==> src/rtl/cache_ctrl_if.sv <==
// -----------------------------------------------------------------------------
// cache_ctrl_if
// Bundles the three buses the cache controller talks on:
//   CPU side   : cpu_addr, cpu_wr_rd, cpu_cs, cpu_din -> cpu_dout, cpu_rdy
//   SRAM side  : sram_addr, sram_din, sram_wen -> sram_dout (1-cycle latency)
//   SDRAM side : mem_addr, mem_wr_rd, mem_strb, mem_din -> mem_dout, mem_ack
// Modports:
//   slave  - the cache controller's own view (drives rdy/SRAM/SDRAM requests)
//   master - the surrounding environment (CPU, SRAM and SDRAM controller)
// -----------------------------------------------------------------------------
interface cache_ctrl_if;
    logic [15:0] cpu_addr;
    logic        cpu_wr_rd;
    logic        cpu_cs;
    logic [7:0]  cpu_din;
    logic [7:0]  cpu_dout;
    logic        cpu_rdy;

    logic [7:0]  sram_addr;
    logic [7:0]  sram_din;
    logic        sram_wen;
    logic [7:0]  sram_dout;

    logic [15:0] mem_addr;
    logic        mem_wr_rd;
    logic        mem_strb;
    logic [7:0]  mem_din;
    logic [7:0]  mem_dout;
    logic        mem_ack;

    modport slave (
        input  cpu_addr, cpu_wr_rd, cpu_cs, cpu_din, sram_dout, mem_dout, mem_ack,
        output cpu_dout, cpu_rdy, sram_addr, sram_din, sram_wen,
               mem_addr, mem_wr_rd, mem_strb, mem_din
    );

    modport master (
        output cpu_addr, cpu_wr_rd, cpu_cs, cpu_din, sram_dout, mem_dout, mem_ack,
        input  cpu_dout, cpu_rdy, sram_addr, sram_din, sram_wen,
               mem_addr, mem_wr_rd, mem_strb, mem_din
    );
endinterface

==> src/rtl/cache_ctrl.sv <==
// -----------------------------------------------------------------------------
// cache_ctrl
// Direct-mapped, write-back cache controller. Hits are served from an external
// byte-wide SRAM; misses write back a dirty victim line and refill the line
// through a byte-per-beat strobe/ack handshake to the SDRAM controller.
// Tag, valid and dirty bits are kept in internal registers.
//
// Ports:
//   clk      - system clock, rising edge
//   rst      - asynchronous, active-high reset
//   bus      - cache_ctrl_if.slave (CPU, SRAM and SDRAM buses)
//   hit_cnt  - (CACHE_STATS_EN only) saturating count of first-pass hits
//   miss_cnt - (CACHE_STATS_EN only) saturating count of first-pass misses
//
// Optional feature macro: CACHE_STATS_EN adds the hit/miss counters.
// -----------------------------------------------------------------------------
module cache_ctrl #(
    parameter int TAG_W = 8,
    parameter int IDX_W = 3,
    parameter int OFF_W = 5
) (
    input  logic          clk,
    input  logic          rst,
    cache_ctrl_if.slave   bus
`ifdef CACHE_STATS_EN
    ,
    output logic [15:0]   hit_cnt,
    output logic [15:0]   miss_cnt
`endif
);

    localparam int ADDR_W = TAG_W + IDX_W + OFF_W;
    localparam int LINES  = 1 << IDX_W;

    typedef enum logic [2:0] {
        IDLE, COMPARE, HIT_RD, HIT_WR, WB_RD, WB_XFER, FILL, DONE
    } state_t;

    state_t               state;
    logic                 cs_q;
    logic [TAG_W-1:0]     req_tag;
    logic [IDX_W-1:0]     req_idx;
    logic [OFF_W-1:0]     req_off;
    logic                 req_wr;
    logic [7:0]           req_data;
    logic [OFF_W-1:0]     k;
    logic [TAG_W-1:0]     tag_arr [LINES];
    logic [LINES-1:0]     valid;
    logic [LINES-1:0]     dirty;
`ifdef CACHE_STATS_EN
    logic                 first_pass;
`endif

    logic                 hit;
    logic                 last_beat;
    logic [OFF_W-1:0]     k_next;

    assign hit       = valid[req_idx] && (tag_arr[req_idx] == req_tag);
    assign last_beat = (k == '1);
    assign k_next    = k + 1'b1;

    // The whole controller is one registered FSM so every output is a flop.
    // The SRAM address is loaded at the acceptance edge so the read data is
    // already on sram_dout when HIT_RD samples it, giving rdy in cycle 3.
    // Each SDRAM beat raises mem_strb only after address/direction/data have
    // settled, and strb is dropped on the ack edge, guaranteeing a low gap.
    always_ff @(posedge clk or posedge rst) begin
        if (rst) begin
            state         <= IDLE;
            cs_q          <= 1'b0;
            req_tag       <= '0;
            req_idx       <= '0;
            req_off       <= '0;
            req_wr        <= 1'b0;
            req_data      <= '0;
            k             <= '0;
            valid         <= '0;
            dirty         <= '0;
            for (int i = 0; i < LINES; i++) begin
                tag_arr[i] <= '0;
            end
            bus.cpu_dout  <= '0;
            bus.cpu_rdy   <= 1'b0;
            bus.sram_addr <= '0;
            bus.sram_din  <= '0;
            bus.sram_wen  <= 1'b0;
            bus.mem_addr  <= '0;
            bus.mem_wr_rd <= 1'b0;
            bus.mem_strb  <= 1'b0;
            bus.mem_din   <= '0;
`ifdef CACHE_STATS_EN
            first_pass    <= 1'b0;
            hit_cnt       <= '0;
            miss_cnt      <= '0;
`endif
        end else begin
            cs_q <= bus.cpu_cs;
            case (state)
                IDLE: begin
                    if (bus.cpu_cs && !cs_q) begin
                        req_tag       <= bus.cpu_addr[ADDR_W-1 -: TAG_W];
                        req_idx       <= bus.cpu_addr[OFF_W +: IDX_W];
                        req_off       <= bus.cpu_addr[OFF_W-1:0];
                        req_wr        <= bus.cpu_wr_rd;
                        req_data      <= bus.cpu_din;
                        bus.sram_addr <= bus.cpu_addr[IDX_W+OFF_W-1:0];
`ifdef CACHE_STATS_EN
                        first_pass    <= 1'b1;
`endif
                        state         <= COMPARE;
                    end
                end

                COMPARE: begin
                    k <= '0;
`ifdef CACHE_STATS_EN
                    first_pass <= 1'b0;
                    if (first_pass) begin
                        if (hit) begin
                            if (hit_cnt != 16'hFFFF) hit_cnt <= hit_cnt + 16'd1;
                        end else begin
                            if (miss_cnt != 16'hFFFF) miss_cnt <= miss_cnt + 16'd1;
                        end
                    end
`endif
                    if (hit) begin
                        bus.sram_addr <= {req_idx, req_off};
                        if (req_wr) begin
                            bus.sram_wen <= 1'b1;
                            bus.sram_din <= req_data;
                            state        <= HIT_WR;
                        end else begin
                            state        <= HIT_RD;
                        end
                    end else if (valid[req_idx] && dirty[req_idx]) begin
                        bus.sram_addr <= {req_idx, {OFF_W{1'b0}}};
                        state         <= WB_RD;
                    end else begin
                        state         <= FILL;
                    end
                end

                HIT_RD: begin
                    bus.cpu_dout <= bus.sram_dout;
                    bus.cpu_rdy  <= 1'b1;
                    state        <= DONE;
                end

                HIT_WR: begin
                    bus.sram_wen   <= 1'b0;
                    dirty[req_idx] <= 1'b1;
                    bus.cpu_rdy    <= 1'b1;
                    state          <= DONE;
                end

                // SRAM address for victim byte k is on the bus this cycle.
                WB_RD: begin
                    state <= WB_XFER;
                end

                // First cycle: victim byte is on sram_dout, launch the beat.
                // Later cycles: hold everything until the ack arrives.
                WB_XFER: begin
                    if (!bus.mem_strb) begin
                        bus.mem_din   <= bus.sram_dout;
                        bus.mem_addr  <= {tag_arr[req_idx], req_idx, k};
                        bus.mem_wr_rd <= 1'b1;
                        bus.mem_strb  <= 1'b1;
                    end else if (bus.mem_ack) begin
                        bus.mem_strb <= 1'b0;
                        if (last_beat) begin
                            k     <= '0;
                            state <= FILL;
                        end else begin
                            k             <= k_next;
                            bus.sram_addr <= {req_idx, k_next};
                            state         <= WB_RD;
                        end
                    end
                end

                // Three phases per beat: strobe pending, SRAM write of the
                // returned byte (strb low), then launch of the next beat or
                // commit of the line and re-compare.
                FILL: begin
                    if (bus.mem_strb) begin
                        if (bus.mem_ack) begin
                            bus.mem_strb  <= 1'b0;
                            bus.sram_wen  <= 1'b1;
                            bus.sram_din  <= bus.mem_dout;
                            bus.sram_addr <= {req_idx, k};
                        end
                    end else if (bus.sram_wen) begin
                        bus.sram_wen <= 1'b0;
                        if (last_beat) begin
                            tag_arr[req_idx] <= req_tag;
                            valid[req_idx]   <= 1'b1;
                            dirty[req_idx]   <= 1'b0;
                            bus.sram_addr    <= {req_idx, req_off};
                            state            <= COMPARE;
                        end else begin
                            k             <= k_next;
                            bus.mem_addr  <= {req_tag, req_idx, k_next};
                            bus.mem_wr_rd <= 1'b0;
                            bus.mem_strb  <= 1'b1;
                        end
                    end else begin
                        bus.mem_addr  <= {req_tag, req_idx, k};
                        bus.mem_wr_rd <= 1'b0;
                        bus.mem_strb  <= 1'b1;
                    end
                end

                DONE: begin
                    bus.cpu_rdy <= 1'b0;
                    state       <= IDLE;
                end

                default: begin
                    state <= IDLE;
                end
            endcase
        end
    end

endmodule

==> src/flat_wrapper.sv <==
// flat-port wrapper written by rule: the top's interface ports become plain ports
module cache_ctrl_flat 
#(
    parameter int TAG_W = 8,
    parameter int IDX_W = 3,
    parameter int OFF_W = 5
)
  (clk, rst, bus_cpu_addr, bus_cpu_wr_rd, bus_cpu_cs, bus_cpu_din, bus_sram_dout, bus_mem_dout, bus_mem_ack, bus_cpu_dout, bus_cpu_rdy, bus_sram_addr, bus_sram_din, bus_sram_wen, bus_mem_addr, bus_mem_wr_rd, bus_mem_strb, bus_mem_din);
  cache_ctrl_if bus_i ();
  input  logic clk;
  input  logic rst;
  input wire logic [$bits(bus_i.cpu_addr)-1:0] bus_cpu_addr;
  input wire logic [$bits(bus_i.cpu_wr_rd)-1:0] bus_cpu_wr_rd;
  input wire logic [$bits(bus_i.cpu_cs)-1:0] bus_cpu_cs;
  input wire logic [$bits(bus_i.cpu_din)-1:0] bus_cpu_din;
  input wire logic [$bits(bus_i.sram_dout)-1:0] bus_sram_dout;
  input wire logic [$bits(bus_i.mem_dout)-1:0] bus_mem_dout;
  input wire logic [$bits(bus_i.mem_ack)-1:0] bus_mem_ack;
  output wire logic [$bits(bus_i.cpu_dout)-1:0] bus_cpu_dout;
  output wire logic [$bits(bus_i.cpu_rdy)-1:0] bus_cpu_rdy;
  output wire logic [$bits(bus_i.sram_addr)-1:0] bus_sram_addr;
  output wire logic [$bits(bus_i.sram_din)-1:0] bus_sram_din;
  output wire logic [$bits(bus_i.sram_wen)-1:0] bus_sram_wen;
  output wire logic [$bits(bus_i.mem_addr)-1:0] bus_mem_addr;
  output wire logic [$bits(bus_i.mem_wr_rd)-1:0] bus_mem_wr_rd;
  output wire logic [$bits(bus_i.mem_strb)-1:0] bus_mem_strb;
  output wire logic [$bits(bus_i.mem_din)-1:0] bus_mem_din;
  assign bus_i.cpu_addr = bus_cpu_addr;
  assign bus_i.cpu_wr_rd = bus_cpu_wr_rd;
  assign bus_i.cpu_cs = bus_cpu_cs;
  assign bus_i.cpu_din = bus_cpu_din;
  assign bus_i.sram_dout = bus_sram_dout;
  assign bus_i.mem_dout = bus_mem_dout;
  assign bus_i.mem_ack = bus_mem_ack;
  assign bus_cpu_dout = bus_i.cpu_dout;
  assign bus_cpu_rdy = bus_i.cpu_rdy;
  assign bus_sram_addr = bus_i.sram_addr;
  assign bus_sram_din = bus_i.sram_din;
  assign bus_sram_wen = bus_i.sram_wen;
  assign bus_mem_addr = bus_i.mem_addr;
  assign bus_mem_wr_rd = bus_i.mem_wr_rd;
  assign bus_mem_strb = bus_i.mem_strb;
  assign bus_mem_din = bus_i.mem_din;
  cache_ctrl #(.TAG_W(TAG_W), .IDX_W(IDX_W), .OFF_W(OFF_W)) u_core (.clk(clk), .rst(rst), .bus(bus_i));
endmodule
==> config.mk <==
export PLATFORM = sky130hd
export DESIGN_NAME = cache_ctrl_flat
export DESIGN_NICKNAME = d
export VERILOG_FILES = /design/src/rtl/cache_ctrl_if.sv /design/src/rtl/cache_ctrl.sv /design/src/flat_wrapper.sv
export SDC_FILE = /design/constraint.sdc
export NUM_CORES = 1
export LEC_CHECK = 0
export ABC_AREA = 1
export BUFFER_PORTS_ARGS = -buffer_cell sky130_fd_sc_hd__buf_2
export CORE_ASPECT_RATIO = 0.7
export CORE_MARGIN = 4
export CORE_UTILIZATION = 53
export DETAILED_ROUTE_END_ITERATION = 7
export PLACE_DENSITY = 0.77
export RECOVER_POWER = 100
export SETUP_SLACK_MARGIN = 0.05
export SYNTH_ARGS = -nofsm -noshare
export SYNTH_HDL_FRONTEND = slang
export SYNTH_SLANG_ARGS = --single-unit
==> constraint.sdc <==
create_clock -name clk -period 5.1 [get_ports clk]
set_input_delay 0.765 -clock clk [delete_from_list [all_inputs] [get_ports clk]]
set_output_delay 0.765 -clock clk [all_outputs]
set_load 0.005 [all_outputs]
After elaboration in Yosys (flattened, before gate mapping)
Cells that the tools add are included.
{"block": "op_classes", "n_mux": 72, "n_eq_ne": 27, "bitwise_logic": 6, "magnitude_cmp": 4, "n_addsub": 1, "reduce_logical": 25}
{"cell": "8-bit two-way mux", "n": 20}
{"cell": "64-bit bitwise mux", "n": 1}
{"cell": "16-bit two-way mux", "n": 4}
{"cell": "16-bit one-hot mux with 2 select lines", "n": 1}
{"cell": "8-bit one-hot mux with 2 select lines", "n": 2}
{"cell": "8-bit one-hot mux with 4 select lines", "n": 1}
{"cell": "5-bit two-way mux", "n": 6}
{"cell": "8-bit binary-select mux with 3-bit select", "n": 1}
{"cell": "8-bit demux with 3-bit select", "n": 1}
{"cell": "3-bit two-way mux", "n": 7}
{"cell": "3-bit one-hot mux with 7 select lines", "n": 1}
{"cell": "1-bit two-way mux", "n": 17}
{"cell": "8-bit bitwise OR", "n": 2}
{"cell": "4-bit AND reduction", "n": 4}
{"cell": "5-bit one-hot mux with 3 select lines", "n": 1}
{"cell": "2-bit by 1-bit != test with 1-bit output, second input constant", "n": 7}
{"cell": "3-bit == test, second input constant", "n": 4}
{"cell": "2-bit != test, second input constant", "n": 6}
{"cell": "6-bit AND reduction", "n": 2}
{"cell": "3-bit by 1-bit != test with 1-bit output, second input constant", "n": 3}
{"cell": "9-bit AND reduction", "n": 1}
{"cell": "8-bit AND", "n": 1}
{"cell": "8-bit == test", "n": 1}
{"cell": "8-bit inverter", "n": 1}
{"cell": "other kinds (25)", "n": 40}
{"block": "word_totals", "inputBits": 45, "wordCells": 162, "out_inout_bits": 52, "register_bits": 166}

Longest topological paths before layout
{"block": "logic_depth", "ltp_word": 10, "depth_mapped": 19, "ltp_nobuf": 17}

Least setup slack after synthesis
OpenSTA, ideal clock, no wires.
{"block": "synth_path", "kind": "flip-flop to flip-flop", "from": "register u_core.k[0]", "to": "register u_core.tag_arr[25] (netlist bit)", "path_slack_ns": 3.165, "setup_ns": 0.126, "n_path_buf": 1, "stages_incl_launch_ff": 13, "required_ns": 4.974, "period_less_slack_ns": 1.935, "arrival_ns": 1.809, "path_cell_list": "dfrtp_1 -> ha_1 -> nand2_1 -> nor2_1 -> ha_1 -> nor2_1 -> nor2_1 -> inv_2 -> nor2_4 -> nand2_1 -> nor2_1 -> buf_2 -> o21ai_0"}
{"block": "synth_via", "elab_chain_len": 2}
{"element": "from (decl)", "line_no": "cache_ctrl.sv:46", "rtl": "logic [OFF_W-1:0] k;"}
{"element": "from (signal assigned)", "line_no": "cache_ctrl.sv:175", "rtl": "k <= k_next;"}
{"element": "from (signal assigned)", "line_no": "cache_ctrl.sv:202", "rtl": "k <= k_next;"}
{"element": "5-bit == test", "line_no": "cache_ctrl.sv:59", "rtl": "assign last_beat = (k == '1);"}
{"element": "4-bit AND reduction (no source line)"}
{"element": "to (signal, indexed assignment)", "line_no": "cache_ctrl.sv:196", "rtl": "tag_arr[req_idx] <= req_tag;"}
{"element": "to (decl)", "line_no": "cache_ctrl.sv:47", "rtl": "logic [TAG_W-1:0] tag_arr [LINES];"}
Every way passes these cells.
A chain may end at the register's enable or synchronous reset.

Worst setup path after layout
{"block": "layout_path", "from": "register u_core.state[2]", "to": "register u_core.k[2]"}
{"block": "layout_via", "elab_chain_len": 3, "elab_cells_between_ends": 11, "classes_between": "eq/ne (8); mux (1); reduce/logical (2)"}
{"element": "from (decl)", "line_no": "cache_ctrl.sv:39", "rtl": "state_t state;"}
{"element": "from (signal assigned)", "line_no": "cache_ctrl.sv:69", "rtl": "state <= IDLE;"}
{"element": "from (signal assigned)", "line_no": "cache_ctrl.sv:110", "rtl": "state <= COMPARE;"}
{"element": "from (signal assigned)", "line_no": "cache_ctrl.sv:131", "rtl": "state <= HIT_WR;"}
{"element": "3-bit == test / 3-bit by 1-bit == test with 1-bit output (equally long branches)", "line_no": "cache_ctrl.sv:98", "rtl": "case (state)"}
{"element": "2-bit != test (no source line), or another cell as far along"}
{"element": "6-bit AND reduction (no source line)"}
Several ways; a longest one is shown, not always the timed one.

==> flow_summary.json <==
{
  "synth_warnings": 0,
  "clock_skew_ps": 12.2,
  "powerDensity_nw_per_um2": 570,
  "drtIter0Drc": 651,
  "syn_area_um2": 8130,
  "layout.cells.non_filler": 1285,
  "firstDrtPassIters": 5,
  "finalWorstSetupSlack_ps": 1110,
  "required_ps": 5430,
  "ys_ff_latch": 166,
  "async_flop_share_pct": 100,
  "post_drt_via_cell_ratio": 5.27,
  "io_buffer_count": 96,
  "final_cell_mix": "nand2_1, dfrtp_1, o21ai_0, inv_1, buf_2",
  "status": "complete, but fails checks",
  "leakage_nw": 4.63,
  "synth.avg_cell_area_um2": 8.15,
  "antenna_found_initial": 1,
  "endpoint_kind": "register",
  "grt-ovfl-total": 0,
  "cap_violations": 1,
  "pre_cts_ws_ps": 1980,
  "slew_headroom_pct": -16.1,
  "setup_viol": 0,
  "synth_xor_area_share_pct": 0.323,
  "yosys.cell_types.count": 50,
  "hpwl_um": 13900,
  "htree_levels": 4,
  "route.detailed.drc": 0,
  "fin_nets": 1124,
  "final_layout_size_suffix_gt1_share_pct": 14.4,
  "synth_edf_count": 0,
  "synth_nets": 1044,
  "vias": 6773,
  "cts_buffer_depth": 2,
  "post_synth_mux_area_share_pct": 2.22,
  "rows": 37,
  "synth_flop_cell": "dfrtp_1",
  "mostFrequentLayoutCell": "nand2_1",
  "dp_cells": 1253,
  "synth_compound_gate_area_share_pct": 12.6,
  "grt_pass1_wl_um": 33600,
  "post_cts_buffers": 0,
  "period_needed_ps": 3990,
  "failed_checks": "max-capacitance violations, max-slew violations",
  "startpoint_type": "register",
  "cts_resized": 0,
  "place.gp.congestion": 0.981,
  "synthSimpleGateAreaFrac_pct": 25.2,
  "drt_wl_total_um": 20200,
  "worst_pin_slew_ps": 1740,
  "synthCells": 997,
  "antenna_cells": 0,
  "max-vdd-ir-drop_uv": 341,
  "arrival_ps": 4320,
  "final_core_util_pct": 61.6,
  "cts-root-buf": "clkbuf_16",
  "grt_max_degree": 167,
  "final_hold_viol_count": 0,
  "area_delta_synth_final_pct": 12.7,
  "fill_cells": 1342,
  "seq_area_frac_synth_pct": 51.1,
  "hold_class": "register to register",
  "fp.dieArea_um2": 17400,
  "synthAdderAreaFrac_pct": 0.308,
  "track_usage_pct": 24.1,
  "finalSetupTns_ps": 0,
  "grt_pass1_vias": 6431,
  "clock.fmax_mhz": 251,
  "avgRoutedWirePerCell_um": 15.7,
  "cp_max_fo": 20,
  "multiInputGateArea_um2": 3230,
  "clkSlewWorstSetupHoldPaths_ps": 70,
  "initial_core_util_pct": 54.7,
  "die_h_um": 112,
  "synth_top_family_by_area": "simple AND/OR/NAND/NOR gates",
  "clock-sinks": 166,
  "rsz0062_at_grt": "false",
  "numCtsBuffers": 17,
  "path_class": "register to register",
  "clock_latency_ps": 420,
  "die_w_um": 156,
  "postCtsHoldBufs": 0,
  "register_area_um2": 4150,
  "drtAntennaViolNets": 0,
  "cts_tree": "done",
  "period_share_pct": 78.2,
  "final_max_slew_viol_count": 43,
  "core-area_um2": 14900,
  "io_pins": 97
}
per-stage QoR:
stage	cell area (µm²)	power, W	hold WS (ps)
floorplan	8130	0.00338	423
global placement	8660	0.00391	437
detailed placement	8660	0.00395	450
CTS	9280	0.00533	460
global route	9160	0.00560	476
finish	9160	0.00522	465
routing by layer:
layer	GRT usage [%]	part of all wire, %	vias up
met5	0	0.099	-
met4	5.48	1.1	2
met1	38.6	49	3216
li1	-	-	3325
met3	5.79	7.9	25
met2	32.8	42	205
critical path: stages, from the launching register on:
cell and delay, ps:
dfrtp_1 430, inv_1 140, nor2_1 990, inv_2 350, nand2_1 310, nor2_2 190, nor3_1 850, o211ai_1 380
o22ai_1 250
worst paths after layout:
kind	start	endpoint	slack [ps]	cells after the start
min reg2reg	u_core.valid[7]	u_core.valid[7]	460	2
min in group asynchronous	rst	u_core.tag_arr[0]	550	3
max reg2reg	u_core.state[2]	u_core.k[2]	1110	8
max	u_core.state[2]	u_core.k[2]	1110	8
min	u_core.valid[7]	u_core.valid[7]	460	2
max in group asynchronous	rst	u_core.tag_arr[61]	3780	3
state kept, by name, indices dropped and copies added, names as in the netlist, 3 cells and up, named ones only:
signal,flops
u_core.bus.cpu_dout,8
u_core.bus.mem_addr,16
u_core.bus.mem_din,8
u_core.bus.sram_addr,8
u_core.bus.sram_din,8
u_core.k,5
u_core.req_data,8
u_core.req_idx,3
u_core.req_off,5
u_core.req_tag,8
u_core.state,3
u_core.tag_arr,64
u_core.valid,8
power by group:
group          internal [W]  leakage (nW)  switching [W]
Combinational      0.000615          2.18        0.00129
Clock              0.000787         0.296       0.000575
Sequential          0.00167          2.16       0.000278
area by class of cell:
type	count	area share, %
multi-input cells	682	35.2
well taps	195	2.66
inverters	111	4.68
clock inverters	14	2.06
flip-flops and latches	166	45.3
repair buffers	99	5.31
clock buffers	18	4.68
synthesized netlist by cell type, types with 7 or more instances:
| library cell | instances | area, µm² |
|---|---|---|
| a21oi_1 | 33 | 165 |
| buf_6 | 10 | 113 |
| clkbuf_1 | 21 | 78.8 |
| dfrtp_1 | 166 | 4150 |
| inv_1 | 101 | 379 |
| inv_2 | 7 | 26.3 |
| mux2_2 | 8 | 90.1 |
| mux2i_1 | 9 | 90.1 |
| nand2_1 | 341 | 1280 |
| nand2_2 | 9 | 56.3 |
| nand3_1 | 29 | 145 |
| nand4_1 | 8 | 50.1 |
| nor2_1 | 58 | 218 |
| nor2_4 | 9 | 101 |
| o21ai_0 | 105 | 526 |
| o21ai_1 | 20 | 100 |
| o21ai_2 | 9 | 78.8 |
kinds of logic after synthesis:
kind of cell             Yosys count
AO/OA/AOI/OAI                    185
XOR/XNOR                           3
adder cells (fa/ha/maj)            2
buffers and inverters            149
flip-flops                       166
multiplexers                      17
AND/OR/NAND/NOR                  475
(Power assumes the default switching activity.)
